File: config.mk
export PLATFORM = sky130hd
export DESIGN_NAME = cn_u_minfind_flat
export DESIGN_NICKNAME = d
export VERILOG_FILES = /design/src/rtl/cn_u_minfind_if.sv /design/src/rtl/cn_u_minfind.sv /design/src/flat_wrapper.sv
export SDC_FILE = /design/constraint.sdc
export NUM_CORES = 1
export LEC_CHECK = 0
export CORE_ASPECT_RATIO = 1.4
export CORE_UTILIZATION = 35
export DETAILED_ROUTE_END_ITERATION = 7
export GPL_ROUTABILITY_DRIVEN = 0
export SLEW_MARGIN = 20
export SYNTH_ARGS = -nofsm -noshare
export SYNTH_HDL_FRONTEND = slang
export SYNTH_SLANG_ARGS = --single-unit
File: constraint.sdc
create_clock -name i_clk -period 6.75 [get_ports i_clk]
set_input_delay 0.675 -clock i_clk [delete_from_list [all_inputs] [get_ports i_clk]]
set_output_delay 0.675 -clock i_clk [all_outputs]
set_load 0.03 [all_outputs]
File: src/rtl/cn_u_minfind_if.sv
// Sample/result bundle between the v2c serialiser, the min-finder and its consumers.
// Latency: none (wires only).
// Backpressure: none; the producer presents one sample per cycle when valid.
interface cn_u_minfind_if #(
  parameter int MSG_WIDTH   = 6,
  parameter int COL_CNT_WID = 7
);
  // v2c sample stream
  logic                   i_v2c_vld;
  logic [MSG_WIDTH-1:0]   i_v2c;
  logic [COL_CNT_WID-1:0] i_col_cnt;
  logic                   i_first;
  logic                   i_last;
  // compressed check-node row result
  logic [MSG_WIDTH-2:0]   o_v2c_abs_0;
  logic [MSG_WIDTH-2:0]   o_v2c_abs_1;
  logic [COL_CNT_WID-1:0] o_idx_0;
  logic                   o_v2c_sign_tot;
  logic                   o_vld;
  // per-edge sign write towards the sign memory
  logic                   o_v2c_sign;
  logic                   o_sign_vld;
  logic [COL_CNT_WID-1:0] o_sign_col;
  logic                   o_err;

  modport master (
    output i_v2c_vld, i_v2c, i_col_cnt, i_first, i_last,
    input  o_v2c_abs_0, o_v2c_abs_1, o_idx_0, o_v2c_sign_tot, o_vld,
    input  o_v2c_sign, o_sign_vld, o_sign_col, o_err
  );

  modport slave (
    input  i_v2c_vld, i_v2c, i_col_cnt, i_first, i_last,
    output o_v2c_abs_0, o_v2c_abs_1, o_idx_0, o_v2c_sign_tot, o_vld,
    output o_v2c_sign, o_sign_vld, o_sign_col, o_err
  );
endinterface

File: src/rtl/cn_u_minfind.sv
// Check-node min-finder: folds a row of v2c messages into min0/min1/idx/sign-total.
// Latency: 1 cycle from an accepted sample to its sign strobe and, on i_last, to o_vld.
// Backpressure: none; accepts one sample every cycle, gaps allowed anywhere.
module cn_u_minfind #(
  parameter int MSG_WIDTH   = 6,
  parameter int COL_CNT_WID = 7
) (
  input  logic              i_clk,
  input  logic              i_rst_n,
  cn_u_minfind_if.slave     bus
);

  localparam int MAG_W = MSG_WIDTH - 1;

  typedef enum logic {
    IDLE = 1'b0,
    ACC  = 1'b1
  } state_t;

  state_t                 state_q, state_d;
  logic [MAG_W-1:0]       min0_q, min0_d, min1_q, min1_d;
  logic [COL_CNT_WID-1:0] idx_q, idx_d;
  logic                   sgn_q, sgn_d;

  logic [MAG_W-1:0]       abs0_q, abs0_d, abs1_q, abs1_d;
  logic [COL_CNT_WID-1:0] idxo_q, idxo_d;
  logic                   tot_q, tot_d;
  logic                   vld_q, vld_d;
  logic                   sign_q, sign_d;
  logic                   sign_vld_q, sign_vld_d;
  logic [COL_CNT_WID-1:0] sign_col_q, sign_col_d;
  logic                   err_q, err_d;

  logic                   smp_s;
  logic [MSG_WIDTH-1:0]   smp_neg;
  logic [MAG_W-1:0]       smp_a;

  logic [MAG_W-1:0]       upd_min0, upd_min1;
  logic [COL_CNT_WID-1:0] upd_idx;
  logic                   upd_sgn;

  // Sign/magnitude split; -2^(W-1) has no positive twin so it saturates to all-ones.
  always_comb begin
    smp_s   = bus.i_v2c[MSG_WIDTH-1];
    smp_neg = -bus.i_v2c;
    smp_a   = bus.i_v2c[MAG_W-1:0];
    if (smp_s) begin
      smp_a = smp_neg[MSG_WIDTH-1] ? {MAG_W{1'b1}} : smp_neg[MAG_W-1:0];
    end
  end

  // Fold the current sample into the open row; strict compares keep the earliest column on ties.
  always_comb begin
    upd_min0 = min0_q;
    upd_min1 = min1_q;
    upd_idx  = idx_q;
    if (smp_a < min0_q) begin
      upd_min1 = min0_q;
      upd_min0 = smp_a;
      upd_idx  = bus.i_col_cnt;
    end else if (smp_a < min1_q) begin
      upd_min1 = smp_a;
    end
    upd_sgn = sgn_q ^ smp_s;
  end

  // Next-state and output decode: row open/close, result publish, sign strobe, error flag.
  always_comb begin
    state_d    = state_q;
    min0_d     = min0_q;
    min1_d     = min1_q;
    idx_d      = idx_q;
    sgn_d      = sgn_q;
    abs0_d     = abs0_q;
    abs1_d     = abs1_q;
    idxo_d     = idxo_q;
    tot_d      = tot_q;
    vld_d      = 1'b0;
    sign_d     = sign_q;
    sign_vld_d = 1'b0;
    sign_col_d = sign_col_q;
    err_d      = err_q;

    if (bus.i_v2c_vld) begin
      // Every accepted sample writes its sign, whether or not a row is open.
      sign_d     = smp_s;
      sign_col_d = bus.i_col_cnt;
      sign_vld_d = 1'b1;

      if (bus.i_first) begin
        // A new first column restarts the row; any partial row is dropped silently.
        min0_d = smp_a;
        min1_d = {MAG_W{1'b1}};
        idx_d  = bus.i_col_cnt;
        sgn_d  = smp_s;
        if (bus.i_last) begin
          abs0_d  = smp_a;
          abs1_d  = {MAG_W{1'b1}};
          idxo_d  = bus.i_col_cnt;
          tot_d   = smp_s;
          vld_d   = 1'b1;
          state_d = IDLE;
        end else begin
          state_d = ACC;
        end
      end else if (state_q == ACC) begin
        min0_d = upd_min0;
        min1_d = upd_min1;
        idx_d  = upd_idx;
        sgn_d  = upd_sgn;
        if (bus.i_last) begin
          abs0_d  = upd_min0;
          abs1_d  = upd_min1;
          idxo_d  = upd_idx;
          tot_d   = upd_sgn;
          vld_d   = 1'b1;
          state_d = IDLE;
        end
      end else begin
        // Mid-row sample with no open row: upstream lost sync.
        err_d = 1'b1;
      end
    end
  end

  // State and output registers with synchronous active-low reset.
  always_ff @(posedge i_clk) begin
    if (!i_rst_n) begin
      state_q    <= IDLE;
      min0_q     <= '0;
      min1_q     <= '0;
      idx_q      <= '0;
      sgn_q      <= 1'b0;
      abs0_q     <= '0;
      abs1_q     <= '0;
      idxo_q     <= '0;
      tot_q      <= 1'b0;
      vld_q      <= 1'b0;
      sign_q     <= 1'b0;
      sign_vld_q <= 1'b0;
      sign_col_q <= '0;
      err_q      <= 1'b0;
    end else begin
      state_q    <= state_d;
      min0_q     <= min0_d;
      min1_q     <= min1_d;
      idx_q      <= idx_d;
      sgn_q      <= sgn_d;
      abs0_q     <= abs0_d;
      abs1_q     <= abs1_d;
      idxo_q     <= idxo_d;
      tot_q      <= tot_d;
      vld_q      <= vld_d;
      sign_q     <= sign_d;
      sign_vld_q <= sign_vld_d;
      sign_col_q <= sign_col_d;
      err_q      <= err_d;
    end
  end

  assign bus.o_v2c_abs_0    = abs0_q;
  assign bus.o_v2c_abs_1    = abs1_q;
  assign bus.o_idx_0        = idxo_q;
  assign bus.o_v2c_sign_tot = tot_q;
  assign bus.o_vld          = vld_q;
  assign bus.o_v2c_sign     = sign_q;
  assign bus.o_sign_vld     = sign_vld_q;
  assign bus.o_sign_col     = sign_col_q;
  assign bus.o_err          = err_q;

endmodule

File: src/flat_wrapper.sv
// flat-port wrapper written by rule: the top's interface ports become plain ports
module cn_u_minfind_flat 
#(
  parameter int MSG_WIDTH   = 6,
  parameter int COL_CNT_WID = 7
)
  (i_clk, i_rst_n, bus_i_v2c_vld, bus_i_v2c, bus_i_col_cnt, bus_i_first, bus_i_last, bus_o_v2c_abs_0, bus_o_v2c_abs_1, bus_o_idx_0, bus_o_v2c_sign_tot, bus_o_vld, bus_o_v2c_sign, bus_o_sign_vld, bus_o_sign_col, bus_o_err);
  cn_u_minfind_if #(.MSG_WIDTH(MSG_WIDTH), .COL_CNT_WID(COL_CNT_WID)) bus_i ();
  input  logic i_clk;
  input  logic i_rst_n;
  input wire logic [$bits(bus_i.i_v2c_vld)-1:0] bus_i_v2c_vld;
  input wire logic [$bits(bus_i.i_v2c)-1:0] bus_i_v2c;
  input wire logic [$bits(bus_i.i_col_cnt)-1:0] bus_i_col_cnt;
  input wire logic [$bits(bus_i.i_first)-1:0] bus_i_first;
  input wire logic [$bits(bus_i.i_last)-1:0] bus_i_last;
  output wire logic [$bits(bus_i.o_v2c_abs_0)-1:0] bus_o_v2c_abs_0;
  output wire logic [$bits(bus_i.o_v2c_abs_1)-1:0] bus_o_v2c_abs_1;
  output wire logic [$bits(bus_i.o_idx_0)-1:0] bus_o_idx_0;
  output wire logic [$bits(bus_i.o_v2c_sign_tot)-1:0] bus_o_v2c_sign_tot;
  output wire logic [$bits(bus_i.o_vld)-1:0] bus_o_vld;
  output wire logic [$bits(bus_i.o_v2c_sign)-1:0] bus_o_v2c_sign;
  output wire logic [$bits(bus_i.o_sign_vld)-1:0] bus_o_sign_vld;
  output wire logic [$bits(bus_i.o_sign_col)-1:0] bus_o_sign_col;
  output wire logic [$bits(bus_i.o_err)-1:0] bus_o_err;
  assign bus_i.i_v2c_vld = bus_i_v2c_vld;
  assign bus_i.i_v2c = bus_i_v2c;
  assign bus_i.i_col_cnt = bus_i_col_cnt;
  assign bus_i.i_first = bus_i_first;
  assign bus_i.i_last = bus_i_last;
  assign bus_o_v2c_abs_0 = bus_i.o_v2c_abs_0;
  assign bus_o_v2c_abs_1 = bus_i.o_v2c_abs_1;
  assign bus_o_idx_0 = bus_i.o_idx_0;
  assign bus_o_v2c_sign_tot = bus_i.o_v2c_sign_tot;
  assign bus_o_vld = bus_i.o_vld;
  assign bus_o_v2c_sign = bus_i.o_v2c_sign;
  assign bus_o_sign_vld = bus_i.o_sign_vld;
  assign bus_o_sign_col = bus_i.o_sign_col;
  assign bus_o_err = bus_i.o_err;
  cn_u_minfind #(.MSG_WIDTH(MSG_WIDTH), .COL_CNT_WID(COL_CNT_WID)) u_core (.i_clk(i_clk), .i_rst_n(i_rst_n), .bus(bus_i));
endmodule
==> results.cfg, run 1 <==
[worst_setup_path]
cpMaxStageDelayCell = sky130_fd_sc_hd__a211o_1
critPathLaunchType = input port
worst_path_most_repeated_cell = sky130_fd_sc_hd__ha_1
critical_path.max_stage_delay_ps = 580
crit_family = compound AO/OA/AOI/OAI gates
crit_required_ps = 6970
worstSetupEndpointType = flip-flop
crit_arrival_ps = 4080
path_cells = clkdlybuf4s50_1 > inv_1 > ha_1 > nor3b_1 > or3_1 > nand3_1 > ha_1 > a21boi_0 > a211o_1 > a21oi_4 > mux2i_1
cp_max_fo = 18
criticalPathCategory = input port to flip-flop
worstPathBufferInverterCount = 2

[place]
portBuffers = 46
postPlaceCellArea_mm2 = 0.00287
hpwl_mm = 4.21
place_worst_setup_slack_ps = 2640

[clock_network]
cts.sink_count = 48
ctsResizeCount = 0
tritoncts = built
post-cts-setup-buffers = 0
clock_tree.root_cell = sky130_fd_sc_hd__clkbuf_8
cts_made_buffers = 5
clk_latency_ps = 300
cts.path.max_buffers = 2
cts_max_level = 2
path_clk_slew_ps = 70
holdBufCountCts = 0

[synth]
netlist_top_cells_area = sky130_fd_sc_hd__dfxtp_1 (40%), sky130_fd_sc_hd__mux2i_1 (7.9%), sky130_fd_sc_hd__o21ai_0 (6.5%)
synth_seq_cells = 48
yosys_warnings = 0
mappedNetlistNets = 309
postSynthCellCount = 282
synthDistinctLibCells = 44
post_synth_top_area_cell = sky130_fd_sc_hd__dfxtp_1
synth_area_mm2 = 0.00239
synth_seq_area_share_pct = 40.1
avg_inst_size_synth_um2 = 8.49
synth_largest_type_area_fraction_pct = 40.1

[sta]
finalCriticalPeriod_ps = 3860
hold_violation_count_in_the_final_report = 0
timing.max_slew.rel_slack_pct = 42.9
slew_at_the_pin_closest_to_its_max_slew_limit_ps = 854
maxClockFrequency_ghz = 0.259
fin_setup_tns_ps = 0
number_of_max_slew_violations_in_the_final_report = 0
setup_viol = 0
unrepaired_setup_endpoints_after_global_routing = false
final_critical_path_setup_slack_ps = 2890
final_min_period_over_clock_period_pct = 57.2
timing.clock.skew_ps = 10.7

[global_route]
first_global_vias = 1989
grt_antenna_before_repair = 0
grt_start_max_net_pins = 45
wire_length_of_the_first_global_routing_pass_mm = 9.94
grt_util_all_layers_pct = 17.9
grt.overflow.total = 0

[floorplan]
fp.dieH_um = 99.9
fp.dieW_um = 71.9
core_region_area_mm2 = 0.00661
initial_core_util_pct = 36.2
std_cell_rows = 35
fp.dieArea_mm2 = 0.00718
io_pins = 47

[power_and_ir_drop]
irDropWorstVdd_v = 0.000155
power.static_leakage_nw = 1.05
design_power_total_w = 0.000640
power_per_cell_area_mw_per_mm2 = 217

[final_layout]
most_frequent_standard_cell_in_the_layout_excluding_fill_and_tap_cells = sky130_fd_sc_hd__dfxtp_1
insertedDiodeCount = 0
post-route-cell-area_mm2 = 0.00295
fin_nets = 343
layout-drive-gt1-share_pct = 3.80
final_cell_mix = sky130_fd_sc_hd__dfxtp_1 (48), sky130_fd_sc_hd__clkdlybuf4s50_1 (46), sky130_fd_sc_hd__nand2_1 (34)
area.growth.synth_to_final_pct = 23.2
post-route-util_pct = 44.6

[detailed_routing]
drt.antenna.violating_nets = 0
post-route-drc-count = 0
wl_mm = 6.17
detailedRoute.firstIterationViolations = 107
detailroute.via_count = 2160
number_of_detailed_routing_iterations_run_before_antenna_repair = 4
vias_per_cell = 5.29
drt-wirelength-per-cell_um = 15.1

[flow_run]
cap_violations = 0

[min_path]
timing.hold.worst.class = flip-flop to flip-flop

[run_status]
status = completed
## worst register-to-register path, stage by stage (launching register included)
cell,delay [ps]
sky130_fd_sc_hd__dfxtp_1,360
sky130_fd_sc_hd__inv_1,70
sky130_fd_sc_hd__ha_1,320
sky130_fd_sc_hd__a21oi_1,130
sky130_fd_sc_hd__a21boi_0,180
sky130_fd_sc_hd__a211o_1,580
sky130_fd_sc_hd__a21oi_4,560
sky130_fd_sc_hd__mux2i_1,260
## state kept, by name, indices dropped and copies added (netlist names)
| signal | flops |
|---|---|
| u_core.bus.o_v2c_abs_0 | 5 |
| u_core.bus.o_v2c_sign | 1 |
| u_core.bus.o_err | 1 |
| u_core.bus.o_v2c_abs_1 | 5 |
| u_core.state_q | 1 |
| u_core.min0_q | 5 |
| u_core.bus.o_v2c_sign_tot | 1 |
| u_core.bus.o_sign_vld | 1 |
| u_core.sgn_q | 1 |
| u_core.idx_q | 7 |
| u_core.bus.o_idx_0 | 7 |
| u_core.min1_q | 5 |
| u_core.bus.o_vld | 1 |
| u_core.bus.o_sign_col | 7 |
## report_power, final
group          switching, W  internal [W]  total [W]
clock network     0.0000910     0.0000706   0.000162
logic              0.000101     0.0000652   0.000167
registers         0.0000109      0.000301   0.000312
total              0.000203      0.000437   0.000640
## synth_stat cells, drive strengths merged
cell type,number
inv,13
o211ai,6
or3,4
and2,2
xnor2,1
nand2,34
a22oi,1
o2111ai,3
mux2i,19
a2111o,1
or2,2
nand3,15
nand2b,2
ha,9
nand4,1
o311ai,4
o22ai,2
clkbuf,12
and4,1
o21ai,31
dfxtp,48
nor2,18
nor3,1
o22a,2
nor2b,1
a211oi,3
a211o,3
nor3b,2
a31oi,16
o21a,2
clkinv,1
a311oi,2
a21oi,10
buf,8
a21boi,1
o31ai,1
## worst paths after layout
check                         from               to  slack [ps]  cells past startpoint
hold reg to reg    u_core.idx_q[4]  u_core.idx_q[4]         460                      2
setup / recovery      bus_i_v2c[0]  u_core.idx_q[0]        2890                     11
setup reg to reg  u_core.min0_q[3]  u_core.idx_q[0]        4210                      7
hold / removal     u_core.idx_q[4]  u_core.idx_q[4]         460                      2
## routing by layer
layer / track usage [%] / vias up / part of all wire (%)
li1: - / 1083 / -
met3: 3.31 / 13 / 3.8
met1: 21.7 / 1009 / 44
met4: 7.54 / 0 / 2.9
met5: 0 / - / 0
met2: 30.7 / 55 / 49
## cells by family after synthesis
logic type	count (synthesis)	share of synthesized area [%]
AO/OA/AOI/OAI	88	23.9
flip-flops	48	40.1
XOR/XNOR	1	0.366
buffers and inverters	34	6.84
adder cells (fa/ha/maj)	9	4.70
multiplexers	19	7.94
AND/OR/NAND/NOR	83	16.1
## per-stage QoR
step,cells,hold slack (ps)
2_1_floorplan,282,435
3_3_place_gp,401,443
3_5_place_dp,401,451
4_1_cts,408,466
5_1_grt,408,485
6_report,408,462
## area by class of cell
cell class | count | area (um2)
clock buffers | 6 | 72.6
clock inverters | 1 | 5.00
fillers | 649 | 3660
inverters | 14 | 52.6
multi-input cells | 200 | 1280
flip-flops and latches | 48 | 961
well taps | 92 | 115
repair buffers | 47 | 468
Power figures use the tool's default switching activity.
==> run 2, diff against run 1 <==
clock period = 3.2 ns   (was 6.75 ns; I/O delays follow)
==> run 2 against run 1 <==
Effect of this change: worst setup slack worse by 2600 ps; via count up 3.6%; sequential power rose by 110%; clock power increased by 130%; critical path depth is 2 higher; register-to-register slack lost 3100 ps.
==> results.cfg, run 2 (synthesized netlist as in run 1, its figures left out) <==
[final_layout]
insertedDiodeCount = 0
most_frequent_standard_cell_in_the_layout_excluding_fill_and_tap_cells = sky130_fd_sc_hd__dfxtp_1
fin_nets = 360
fill_cells = 661
final_cell_mix = sky130_fd_sc_hd__dfxtp_1 (48), sky130_fd_sc_hd__clkdlybuf4s50_1 (46), sky130_fd_sc_hd__nand2_1 (34)
layout-drive-gt1-share_pct = 9.28
area.growth.synth_to_final_pct = 28.9
post-route-cell-area_mm2 = 0.00309

[sta]
slew_at_the_pin_closest_to_its_max_slew_limit_ps = 530
number_of_max_slew_violations_in_the_final_report = 0
timing.clock.skew_ps = 10.0
hold_violation_count_in_the_final_report = 0
final_min_period_over_clock_period_pct = 89.6
timing.max_slew.rel_slack_pct = 64.3
finalCriticalPeriod_ps = 2870
unrepaired_setup_endpoints_after_global_routing = false
maxClockFrequency_ghz = 0.349
fin_setup_tns_ps = 0
setup_viol = 0

[detailed_routing]
vias_per_cell = 5.25
drt-wirelength-per-cell_um = 14.7
drt.antenna.violating_nets = 0
post-route-drc-count = 0
detailroute.via_count = 2237
wl_mm = 6.27
detailedRoute.firstIterationViolations = 110
number_of_detailed_routing_iterations_run_before_antenna_repair = 4

[clock_network]
post-cts-setup-buffers = 0
clk_latency_ps = 310
cts.sink_count = 48
cts_made_buffers = 5
cts_max_level = 2
path_clk_slew_ps = 100
cts.path.max_buffers = 2
tritoncts = built
ctsResizeCount = 0
clock_tree.root_cell = sky130_fd_sc_hd__clkbuf_8
holdBufCountCts = 0

[worst_setup_path]
cp_max_fo = 5
critical_path.max_stage_delay_ps = 540
reg2regPathDepth = 8
crit_required_ps = 3420
worst_path_most_repeated_cell = sky130_fd_sc_hd__ha_1
critPathLaunchType = input port
crit_arrival_ps = 3080
r2r_setup_slack_ps = 1100
worstSetupEndpointType = flip-flop
criticalPathCategory = input port to flip-flop
path_cells = clkdlybuf4s50_1 > inv_1 > ha_1 > nor3b_1 > or3_1 > nand3_1 > buf_4 > ha_1 > a21oi_1 > o21a_1 > o21ai_0 > mux2i_1 > a311oi_1
cpMaxStageDelayCell = sky130_fd_sc_hd__clkdlybuf4s50_1

[power_and_ir_drop]
irDropWorstVdd_v = 0.000292
power_per_cell_area_mw_per_mm2 = 458
power.static_leakage_nw = 1.13

[floorplan]
initial_core_util_pct = 36.2
core_region_area_mm2 = 0.00661
io_pins = 47
fp.dieArea_mm2 = 0.00718
std_cell_rows = 35
fp.dieW_um = 71.9
fp.dieH_um = 99.9

[min_path]
timing.hold.worst_path_depth = 2
timing.hold.worst.class = flip-flop to flip-flop

[global_route]
first_global_vias = 2127
grt_util_all_layers_pct = 18.2
wire_length_of_the_first_global_routing_pass_mm = 10.2
grt_antenna_before_repair = 0
grt_start_max_net_pins = 44
grt.overflow.total = 0

[flow_run]
cap_violations = 0

[place]
portBuffers = 46
hpwl_mm = 4.54
postPlaceCellArea_mm2 = 0.00299

[run_status]
status = completed
==> run 2: cell types whose count changed in the layout (fill, tap and decap cells not counted), sizes merged <==
| cell | previous run | this run |
|---|---|---|
| buf | 1 | 18 |
| clkinvlp | 0 | 2 |
| clkbuf | 6 | 5 |
==> run 2: worst paths after layout <==
kind / to / start
worst min register to register: u_core.idx_q[4] / u_core.idx_q[4]
worst max-delay path: u_core.min1_q[3] / bus_i_v2c[0]
worst max register to register: u_core.min1_q[3] / u_core.min0_q[3]
worst min-delay path: u_core.idx_q[4] / u_core.idx_q[4]
==> run 2: critical path: cells and delay by family <==
kind | cells | cell delay [ps]
buffers and inverters | 3 | 750
and+or+nand+nor | 3 | 560
AOI/OAI and AO/OA | 4 | 790
adders and majority gates | 2 | 450
muxes | 1 | 200
==> run 2: layer usage <==
layer | GRT usage (%) | vias to the layer above | share of wire, %
li1 | - | 1119 | -
met1 | 22.8 | 1061 | 45
met2 | 31.1 | 46 | 50
met3 | 2.81 | 11 | 2.8
met4 | 7.39 | 0 | 2.5
met5 | 0 | - | 0
==> run 2: through the flow <==
step	hold WS (ps)	utilization, %	setup slack, ps	power [W]	instances
2_1_floorplan	421	-	661	0.000912	282
3_3_place_gp	442	45.3	47.6	0.00105	418
3_5_place_dp	450	45.3	35.7	0.00105	418
4_1_cts	465	46.7	338	0.00142	426
5_1_grt	490	46.7	116	0.00148	426
6_report	464	46.7	334	0.00141	426
==> run 2: power by group <==
group / internal [W] / leakage [nW] / switching (W) / total (W)
Sequential: 0.000635 / 0.394 / 0.0000232 / 0.000658
Combinational: 0.000164 / 0.697 / 0.000216 / 0.000380
Clock: 0.000155 / 0.0404 / 0.000220 / 0.000375
==> run 2: layout make-up <==
class / count / area (um2) / share of cell area, %
clock inverters: 3 / 23.8 / 0.770
clock buffers: 5 / 68.8 / 2.23
inverters: 14 / 52.6 / 1.70
well taps: 92 / 115 / 3.73
flip-flops and latches: 48 / 961 / 31.1
repair buffers: 64 / 596 / 19.3
multi-input cells: 200 / 1270 / 41.1
